### src/rtl/div_pkg.sv
// Shared types and sizing for the sequential restoring divider.
package div_pkg;

    localparam int unsigned DIV_W = 33;

    typedef enum logic [1:0] {
        IDLE = 2'd0,
        RUN  = 2'd1,
        DONE = 2'd2
    } state_e;

    // Counter must hold the value WIDTH itself.
    function automatic int unsigned cnt_width(input int unsigned w);
        return $clog2(w + 1);
    endfunction

endpackage

### src/rtl/div_step.sv
// One radix-2 restoring step: shift in a dividend bit, trial-subtract the divisor.
module div_step
    import div_pkg::*;
#(
    parameter int unsigned WIDTH = DIV_W
) (
    input  logic [WIDTH-1:0] rem_i,
    input  logic             bit_i,
    input  logic [WIDTH-1:0] dvs_i,
    output logic [WIDTH-1:0] rem_o,
    output logic             qbit_o
);

    logic [WIDTH:0] trial;
    logic           ge;

    // Compare is W+1 bits wide; the difference always fits back into W bits.
    always_comb begin
        trial  = {rem_i, bit_i};
        ge     = (trial >= {1'b0, dvs_i});
        qbit_o = ge;
        rem_o  = ge ? (trial[WIDTH-1:0] - dvs_i) : trial[WIDTH-1:0];
    end

endmodule

### src/rtl/seq_restoring_divider.sv
// Sequential unsigned 2W/W restoring divider, one quotient bit per clock.
// Optional DIV_ERR_EN adds an err output and a one-cycle early exit on overflow/divide-by-zero.
module seq_restoring_divider
    import div_pkg::*;
#(
    parameter int unsigned WIDTH = DIV_W
) (
    input  logic               clk,
    input  logic               rst,
    input  logic               start,
    input  logic [2*WIDTH-1:0] dividend,
    input  logic [WIDTH-1:0]   divisor,
    output logic               busy,
    output logic               done,
    output logic [WIDTH-1:0]   quotient,
    output logic [WIDTH-1:0]   remainder
`ifdef DIV_ERR_EN
    ,
    output logic               err
`endif
);

    localparam int unsigned CNT_W = cnt_width(WIDTH);
    localparam int unsigned DVD_W = 2 * WIDTH;

    state_e             state_q, state_d;
    logic [CNT_W-1:0]   cnt_q, cnt_d;
    logic [WIDTH-1:0]   rem_q, rem_d;
    logic [WIDTH-1:0]   low_q, low_d;
    logic [WIDTH-1:0]   dvs_q, dvs_d;
    logic [WIDTH-1:0]   quot_q, quot_d;
    logic [WIDTH-1:0]   remd_q, remd_d;
    logic               busy_q, busy_d;
    logic               done_q, done_d;
    logic [WIDTH-1:0]   step_rem;
    logic               step_qbit;
    logic               last_step;
`ifdef DIV_ERR_EN
    logic               err_q, err_d;
    logic               ovf;

    // A zero divisor is covered too: the high half is always >= 0.
    assign ovf = (dividend[DVD_W-1:WIDTH] >= divisor);
`endif

    assign last_step = (cnt_q == CNT_W'(1));

    div_step #(
        .WIDTH (WIDTH)
    ) u_step (
        .rem_i  (rem_q),
        .bit_i  (low_q[WIDTH-1]),
        .dvs_i  (dvs_q),
        .rem_o  (step_rem),
        .qbit_o (step_qbit)
    );

    // State register.
    always_ff @(posedge clk or negedge rst) begin
        if (!rst) begin
            state_q <= IDLE;
        end else begin
            state_q <= state_d;
        end
    end

    // Next-state logic.
    always_comb begin
        state_d = state_q;
        unique case (state_q)
            IDLE: begin
                if (start) begin
`ifdef DIV_ERR_EN
                    state_d = ovf ? DONE : RUN;
`else
                    state_d = RUN;
`endif
                end
            end
            RUN: begin
                if (last_step) begin
                    state_d = DONE;
                end
            end
            DONE:    state_d = IDLE;
            default: state_d = IDLE;
        endcase
    end

    // Datapath and output next values.
    always_comb begin
        cnt_d  = cnt_q;
        rem_d  = rem_q;
        low_d  = low_q;
        dvs_d  = dvs_q;
        quot_d = quot_q;
        remd_d = remd_q;
`ifdef DIV_ERR_EN
        err_d  = err_q;
`endif
        unique case (state_q)
            IDLE: begin
                if (start) begin
                    rem_d = dividend[DVD_W-1:WIDTH];
                    low_d = dividend[WIDTH-1:0];
                    dvs_d = divisor;
                    cnt_d = CNT_W'(WIDTH);
`ifdef DIV_ERR_EN
                    if (ovf) begin
                        quot_d = '1;
                        remd_d = '0;
                        err_d  = 1'b1;
                    end
`endif
                end
            end
            RUN: begin
                rem_d = step_rem;
                low_d = {low_q[WIDTH-2:0], step_qbit};
                cnt_d = cnt_q - CNT_W'(1);
                if (last_step) begin
                    quot_d = {low_q[WIDTH-2:0], step_qbit};
                    remd_d = step_rem;
`ifdef DIV_ERR_EN
                    err_d  = 1'b0;
`endif
                end
            end
            default: ;
        endcase
        busy_d = (state_d != IDLE);
        done_d = (state_d == DONE);
    end

    // Datapath and output registers.
    always_ff @(posedge clk or negedge rst) begin
        if (!rst) begin
            cnt_q  <= '0;
            rem_q  <= '0;
            low_q  <= '0;
            dvs_q  <= '0;
            quot_q <= '0;
            remd_q <= '0;
            busy_q <= 1'b0;
            done_q <= 1'b0;
`ifdef DIV_ERR_EN
            err_q  <= 1'b0;
`endif
        end else begin
            cnt_q  <= cnt_d;
            rem_q  <= rem_d;
            low_q  <= low_d;
            dvs_q  <= dvs_d;
            quot_q <= quot_d;
            remd_q <= remd_d;
            busy_q <= busy_d;
            done_q <= done_d;
`ifdef DIV_ERR_EN
            err_q  <= err_d;
`endif
        end
    end

    assign busy      = busy_q;
    assign done      = done_q;
    assign quotient  = quot_q;
    assign remainder = remd_q;
`ifdef DIV_ERR_EN
    assign err       = err_q;
`endif

endmodule

### config.mk
export PLATFORM = sky130hd
export DESIGN_NAME = seq_restoring_divider
export DESIGN_NICKNAME = d
export VERILOG_FILES = /design/src/rtl/div_pkg.sv /design/src/rtl/div_step.sv /design/src/rtl/seq_restoring_divider.sv
export SDC_FILE = /design/constraint.sdc
export NUM_CORES = 1
export LEC_CHECK = 0
export CAP_MARGIN = 15
export CORE_MARGIN = 5
export CORE_UTILIZATION = 53
export DETAILED_ROUTE_END_ITERATION = 8
export PLACE_DENSITY = 0.81
export SLEW_MARGIN = 40
export SYNTH_ARGS = -nofsm -noshare
export SYNTH_HDL_FRONTEND = slang
export SYNTH_SLANG_ARGS = --single-unit
### constraint.sdc
create_clock -name clk -period 3.8 [get_ports clk]
set_input_delay 0.95 -clock clk [delete_from_list [all_inputs] [get_ports clk]]
set_output_delay 0.95 -clock clk [all_outputs]
set_load 0.05 [all_outputs]
* Word level (Yosys, flattened, before mapping)
Cells that the tools add are included.
Cells by class: muxes and demuxes 10, $lt $le $gt $ge 1, eq/ne operators 4, add/subtract/negate cells 2, reduce and logical (&&, ||, !) cells 6
Operator list (count):
- 33-bit case mux with 2 select lines | 2
- 33-bit two-way mux | 3
- 34-bit by 33-bit >= comparator with 1-bit output | 1
- 33-bit subtractor | 1
- 6-bit case mux with 2 select lines | 1
- 6-bit by 1-bit == test with 1-bit output (second input constant) | 1
- 6-bit two-way mux | 1
- 2-bit AND reduction | 3
- 6-bit by 1-bit subtractor with 6-bit output (second input constant) | 1
- 2-bit two-way mux | 2
- 2-bit case mux with 2 select lines | 1
- 2-bit nonzero test | 2
- 2-bit by 1-bit == test with 1-bit output (second input constant) | 1
- 2-bit == test (second input constant) | 1
- 2-bit logical NOT | 1
- 2-bit != test (second input constant) | 1
Word-level totals: logic and storage cells 32, output and inout bits 68, bits in registers 175

* Logic depth before layout (Yosys ltp)
Gate-level depths: netlist of the first run.
depth after elaboration 4, depth in mapped cells 15, depth with buffers taken out 13

* Hierarchy
From an unflattened synthesis of the first run, not the netlist that was laid out.
Second synthesis, totals: cell total of the unflattened synthesis 1053, area, all modules 10000.8 µm²
Modules (own cells, without submodules):
- seq_restoring_divider | area each 7611.0 µm², times used 1, cells an instance 687
- div_step | area each 2389.8 µm², times used 1, cells an instance 366

* Worst setup path before layout of the first run
Ideal clock, no wire load.
kind register to register, from register low_q[32], to register remd_q[26], in the netlist remainder[26], path slack 803 ps, arrival time 2860 ps, buffers on the path 2, clock period less this slack 2997 ps, cell stages (with the launch flop) 15, path through dfrtp_1 inv_1 ha_1 inv_1 fa_1 a21o_1 a221oi_4 a21oi_2 a211oi_2 o41ai_2 o31a_1 buf_6 buf_6 mux2i_1 a21oi_1
Between the ends: longest elaborated chain between the ends 2, elaborated cells between the ends (all ways) 3, classes of those cells add/sub (1); order compare (1); mux (1)
Ends and longest elaborated chain:
- start: declaration | RTL line seq_restoring_divider.sv:29 | logic [WIDTH-1:0] low_q, low_d;
- start signal: assignment | RTL line seq_restoring_divider.sv:152 | low_q <= low_d;
- 33-bit subtractor / 34-bit by 33-bit >= comparator with 1-bit output (equally long branches) | RTL line div_step.sv:22, div_step.sv:20
- 33-bit two-way mux * | RTL line div_step.sv:22 | rem_o = ge ? (trial[WIDTH-1:0] - dvs_i) : trial[WIDTH-1:0];
- end signal: assignment | RTL line seq_restoring_divider.sv:155 | remd_q <= remd_d;
- end: declaration | RTL line seq_restoring_divider.sv:32 | logic [WIDTH-1:0] remd_q, remd_d;
Every way passes the cells marked *; elsewhere a longest branch is shown, timed or not. A chain may end at the register's enable or synchronous reset.

* Worst setup path in the final report of the first run
from register low_q[32], to register remd_q[4], in the netlist remainder[4]
Same word-level chain as after synthesis.

==> results of run 1 <==
## state kept, by name, summed over array words and instances, names as in the netlist
register   flops
remainder     33
cnt_q          6
dvs_q         33
low_q         33
rem_q         33
done           1
state_q        2
quotient      33
busy           1
## worst min-delay path by stage
stage                              from  cells after the start                  endpoint
2_1_floorplan      cnt_q[5]$_DFFE_PN0P_                      1      cnt_q[5]$_DFFE_PN0P_
3_3_place_gp   quotient[32]$_DFFE_PN0P_                      2  quotient[32]$_DFFE_PN0P_
3_5_place_dp   quotient[30]$_DFFE_PN0P_                      2  quotient[30]$_DFFE_PN0P_
4_1_cts        quotient[32]$_DFFE_PN0P_                      2  quotient[32]$_DFFE_PN0P_
5_1_grt            cnt_q[5]$_DFFE_PN0P_                      1      cnt_q[5]$_DFFE_PN0P_
6_report       quotient[32]$_DFFE_PN0P_                      2  quotient[32]$_DFFE_PN0P_
## through the flow
step / worst slack [ps] / area, µm²
floorplan: 803 / 9360
global placement: 475 / 11200
detailed placement: 332 / 11200
CTS: 335 / 11800
global route: 89.1 / 11800
finish: 344 / 11800
## worst min-delay path: stages (launching register included)
cell     delay [ps]
dfrtp_1         340
nand2_1          50
nand2_1          50
## synthesized netlist by cell type, types with 9 or more instances
master,number,share of area (%)
nand2_1,199,8.0
dfrtp_1,175,47
o21ai_0,84,4.5
o21ai_1,70,3.7
a21oi_1,66,3.5
clkbuf_1,63,2.5
a22oi_1,59,4.7
inv_1,48,1.9
nor2b_1,36,2.4
ha_1,35,4.7
nor2_1,30,1.2
a21o_1,19,1.5
mux2i_1,17,1.8
xnor2_1,16,1.5
nand3_1,13,0.69
nand4_1,12,0.80
xor2_1,11,1.0
o21a_1,9,0.72
## logic make-up (layout without fill, tap and decap cells)
family | count (synthesis) | in the layout | share of synthesized area [%]
flip-flops | 175 | 175 | 46.8
buffers and inverters | 122 | 261 | 5.25
multiplexers | 17 | 17 | 1.82
XOR/XNOR | 27 | 27 | 2.53
AND/OR/NAND/NOR | 320 | 320 | 15.0
adder cells (fa/ha/maj) | 36 | 36 | 4.89
AO/OA/AOI/OAI | 361 | 361 | 23.7
## area by class of cell
cell class / count / area share (%)
clock buffer: 18 / 3.73
clock inverter: 13 / 1.31
sequential: 175 / 37.2
timing repair buffer: 182 / 15.5
tap: 225 / 2.39
inverter: 48 / 1.53
multi-input combinational: 761 / 38.3
## routing by layer
| layer | vias to the layer above | wire length (µm) |
|---|---|---|
| met1 | 4016 | 11300 |
| met3 | 34 | 1670 |
| li1 | 3954 | - |
| met2 | 259 | 12500 |
| met5 | - | 0 |
| met4 | 0 | 447 |
==> results.sh, run 1 <==
export IMPL_cts_hold_fix_buffers=0
export IMPL_top_usage_layer="met2"
export IMPL_startpoint_type="flip-flop"
export IMPL_setup_viol=0
export IMPL_synth_edf_count=0
export IMPL_hold_worst_slack_ps=474
export IMPL_start_util_pct=54.1
export IMPL_seq_area_frac_synth_pct=46.8
export IMPL_fmax_ghz=0.289
export IMPL_syn_num_nets=1196
export IMPL_htree_levels=4
export IMPL_die_area_mm2=0.0204
export IMPL_crit_path_start="low_q[32]$_DFFE_PN0P_"
export IMPL_synthArstFlopShare_pct=100
export IMPL_final_common_cell="nand2_1"
export IMPL_synth_warnings=0
export IMPL_rsz0062_at_grt="no"
export IMPL_gp_congestion=0.953
export IMPL_tightest_slew_ps=805
export IMPL_use_met3_pct=5.49
export IMPL_nNetsFinal=1323
export IMPL_avgRoutedWirePerCell_um=18.2
export IMPL_required_ps=4090
export IMPL_n_fill_cell=1419
export IMPL_syn_area_per_cell_um2=8.85
export IMPL_coreArea_mm2=0.0173
export IMPL_finalHoldViolations=0
export IMPL_worst_path_max_delay_cell="o31a_2"
export IMPL_first_iter_violations=563
export IMPL_cts_root_buf="clkbuf_16"
export IMPL_portBuffers=169
export IMPL_die_w_um=143
export IMPL_grt_pass1_vias=8490
export IMPL_cts_setup_buffers=0
export IMPL_grt_max_degree=97
export IMPL_cap_violations=0
export IMPL_cts_made_buffers=17
export IMPL_crit_fanout=38
export IMPL_status="complete, no violations"
export IMPL_r2r_slack_ps=340
export IMPL_max_stage_delay_ps=470
export IMPL_use_met2_pct=41.9
export IMPL_hp_class="flip-flop to flip-flop"
export IMPL_syn_inst=1058
export IMPL_row_count=48
export IMPL_cp_num_buf_inv=3
export IMPL_crit_family="compound AO/OA/AOI/OAI gates"
export IMPL_fin_crit_ps=3460
export IMPL_clk_latency_ps=440
export IMPL_clk_pin_slew_worst_paths_ps=70
export IMPL_vias_per_cell=5.81
export IMPL_rr_endpoint="remainder[4]$_DFFE_PN0P_"
export IMPL_timing_slew_headroom_pct=46.3
export IMPL_fin_util_pct=68.1
export IMPL_postRouteAntennaNets=0
export IMPL_crit_end="remainder[4]$_DFFE_PN0P_"
export IMPL_final_cell_mix="198 x nand2_1, 175 x dfrtp_1, 168 x clkdlybuf4s50_1"
export IMPL_ff2ff_path_depth=13
export IMPL_synth_cell_types=58
export IMPL_ios=170
export IMPL_fin_setup_tns_ps=0
export IMPL_stdcell_count=1422
export IMPL_grt_pass1_wl_mm=42.5
export IMPL_cp_cell_sequence="inv_1 > ha_1 > inv_1 > fa_1 > a21o_1 > a221oi_4 > a21oi_2 > a211oi_2 > o41ai_2 > o31a_2 > buf_12 > mux2i_1 > o21ai_1"
export IMPL_multi_input_area_mm2=0.00452
export IMPL_tritoncts="done"
export IMPL_netlist_area_mm2=0.00936
export IMPL_criticalPathCategory="flip-flop to flip-flop"
export IMPL_wirelength_mm=25.9
export IMPL_dieHeight_um=143
export IMPL_layout_drive_gt1_share_pct=5.35
export IMPL_cts_sinks=175
export IMPL_synth_ff_latch_count=175
export IMPL_num_vias=8263
export IMPL_area_growth_syn_to_layout_pct=25.8
export IMPL_timing_final_crit_share_pct=90.9
export IMPL_grt_ovfl_total=0
export IMPL_antenna_found_initial=0
export IMPL_fin_skew_ps=7.24
export IMPL_met1_usage_pct=34.7
export IMPL_track_usage_pct=25.6
export IMPL_crit_cells=13
export IMPL_crit_arrival_ps=3740
export IMPL_clk_path_buf_depth=2
export IMPL_r2r_start="low_q[32]$_DFFE_PN0P_"
export IMPL_ctsResizeCount=0
export IMPL_cp_end_kind="flip-flop"
export IMPL_n_antenna_cell=0
export IMPL_regArea_mm2=0.00438
export IMPL_detailed_place_hpwl_mm=18.1
export IMPL_dr_pass1_iters=7
export IMPL_final_max_slew_viol_count=0
export IMPL_synth_ff_type="dfrtp_1"
export IMPL_drc_errors=0
export IMPL_crit_path_frequent_cell="inv_1"
export IMPL_dp_cells=1391
Power of run 1 is not shown: default switching activity piles up to over one toggle a cycle in this logic, so the estimate is an artifact.
==> run 2: changes to the inputs <==
Settings changed: SLEW_MARGIN 40 to 20.
==> results.sh, run 2 (synthesis results as in run 1) <==
export IMPL_n_antenna_cell=0
export IMPL_tritoncts="done"
export IMPL_crit_path_frequent_cell="inv_1"
export IMPL_layout_drive_gt1_share_pct=5.35
export IMPL_vias_per_cell=5.81
export IMPL_grt_pass1_vias=8490
export IMPL_crit_arrival_ps=3740
export IMPL_startpoint_type="flip-flop"
export IMPL_clk_path_buf_depth=2
export IMPL_n_fill_cell=1419
export IMPL_cts_hold_fix_buffers=0
export IMPL_timing_slew_headroom_pct=46.3
export IMPL_grt_pass1_wl_mm=42.5
export IMPL_cp_end_kind="flip-flop"
export IMPL_portBuffers=169
export IMPL_antenna_found_initial=0
export IMPL_cp_cell_sequence="inv_1 > ha_1 > inv_1 > fa_1 > a21o_1 > a221oi_4 > a21oi_2 > a211oi_2 > o41ai_2 > o31a_2 > buf_12 > mux2i_1 > o21ai_1"
export IMPL_cts_made_buffers=17
export IMPL_criticalPathCategory="flip-flop to flip-flop"
export IMPL_cp_num_buf_inv=3
export IMPL_hp_class="flip-flop to flip-flop"
export IMPL_clk_pin_slew_worst_paths_ps=70
export IMPL_tightest_slew_ps=805
export IMPL_row_count=48
export IMPL_cts_root_buf="clkbuf_16"
export IMPL_final_cell_mix="198 x nand2_1, 175 x dfrtp_1, 168 x clkdlybuf4s50_1"
export IMPL_cts_sinks=175
export IMPL_htree_levels=4
export IMPL_max_stage_delay_ps=470
export IMPL_fin_skew_ps=7.24
export IMPL_die_area_mm2=0.0204
export IMPL_grt_ovfl_total=0
export IMPL_cts_setup_buffers=0
export IMPL_crit_path_start="low_q[32]$_DFFE_PN0P_"
export IMPL_detailed_place_hpwl_mm=18.1
export IMPL_num_vias=8255
export IMPL_required_ps=4090
export IMPL_area_growth_syn_to_layout_pct=25.8
export IMPL_crit_family="compound AO/OA/AOI/OAI gates"
export IMPL_dr_pass1_iters=7
export IMPL_timing_final_crit_share_pct=91.0
export IMPL_holdCritStartpoint="quotient[32]$_DFFE_PN0P_"
export IMPL_status="complete, no violations"
export IMPL_fmax_ghz=0.289
export IMPL_r2r_start="low_q[32]$_DFFE_PN0P_"
export IMPL_final_max_slew_viol_count=0
export IMPL_cap_violations=0
export IMPL_start_util_pct=54.1
export IMPL_setup_viol=0
export IMPL_first_iter_violations=563
export IMPL_crit_fanout=38
export IMPL_final_common_cell="nand2_1"
export IMPL_nNetsFinal=1323
export IMPL_ios=170
export IMPL_die_w_um=143
export IMPL_coreArea_mm2=0.0173
export IMPL_grt_max_degree=97
export IMPL_fin_crit_ps=3460
export IMPL_track_usage_pct=25.6
export IMPL_fin_setup_tns_ps=0
export IMPL_rsz0062_at_grt="no"
export IMPL_avgRoutedWirePerCell_um=18.2
export IMPL_wirelength_mm=25.9
export IMPL_postRouteAntennaNets=0
export IMPL_ctsResizeCount=0
export IMPL_worst_path_max_delay_cell="o31a_2"
export IMPL_finalHoldViolations=0
export IMPL_drc_errors=0
export IMPL_gp_congestion=0.953
export IMPL_dieHeight_um=143
export IMPL_clk_latency_ps=440
==> run 2: routing by layer <==
metal	track usage, %	routed length [µm]	vias up
met4	7.35	447	0
met5	0	0	-
li1	-	-	3954
met2	41.9	12500	255
met3	5.49	1640	34
met1	34.7	11300	4012
==> run 2: worst min-delay path: stages (launching register included) <==
cell     delay (ps)
dfrtp_1         340
nand2_1          50
nand2_1          50
==> run 2: path summary, 6_finish.rpt <==
| check | end | slack [ps] | cells after the start |
|---|---|---|---|
| setup / recovery | remainder[4]$_DFFE_PN0P_ | 340 | 13 |
| hold / removal | quotient[32]$_DFFE_PN0P_ | 470 | 2 |
| setup reg to reg | remainder[4]$_DFFE_PN0P_ | 340 | 13 |
| hold reg to reg | quotient[32]$_DFFE_PN0P_ | 470 | 2 |
| max in group asynchronous | state_q[1]$_DFF_PN0_ | 2430 | 2 |
| min in group asynchronous | remainder[11]$_DFFE_PN0P_ | 570 | 1 |
==> run 2: area by class of cell <==
cell class / count / area (µm²) / area share [%]
Clock buffer: 18 / 439 / 3.73
Inverter: 48 / 180 / 1.53
Multi-Input combinational cell: 761 / 4520 / 38.4
Tap cell: 225 / 282 / 2.39
Sequential cell: 175 / 4380 / 37.2
Clock inverter: 13 / 154 / 1.31
Timing Repair Buffer: 182 / 1830 / 15.5
==> run 2: stage by stage <==
stage               instance area [µm²]  std cells  hold WS [ps]  utilization, %  setup slack [ps]
global placement                  11200       1391           459            64.7               475
detailed placement                11200       1391           461            64.7               332
floorplan                          9360       1058           445               -               803
CTS                               11800       1422           479            68.1               335
global route                      11800       1422           510            68.1              89.1
finish                            11800       1422           474            68.1               344
Power of run 2 is left out for the same reason.
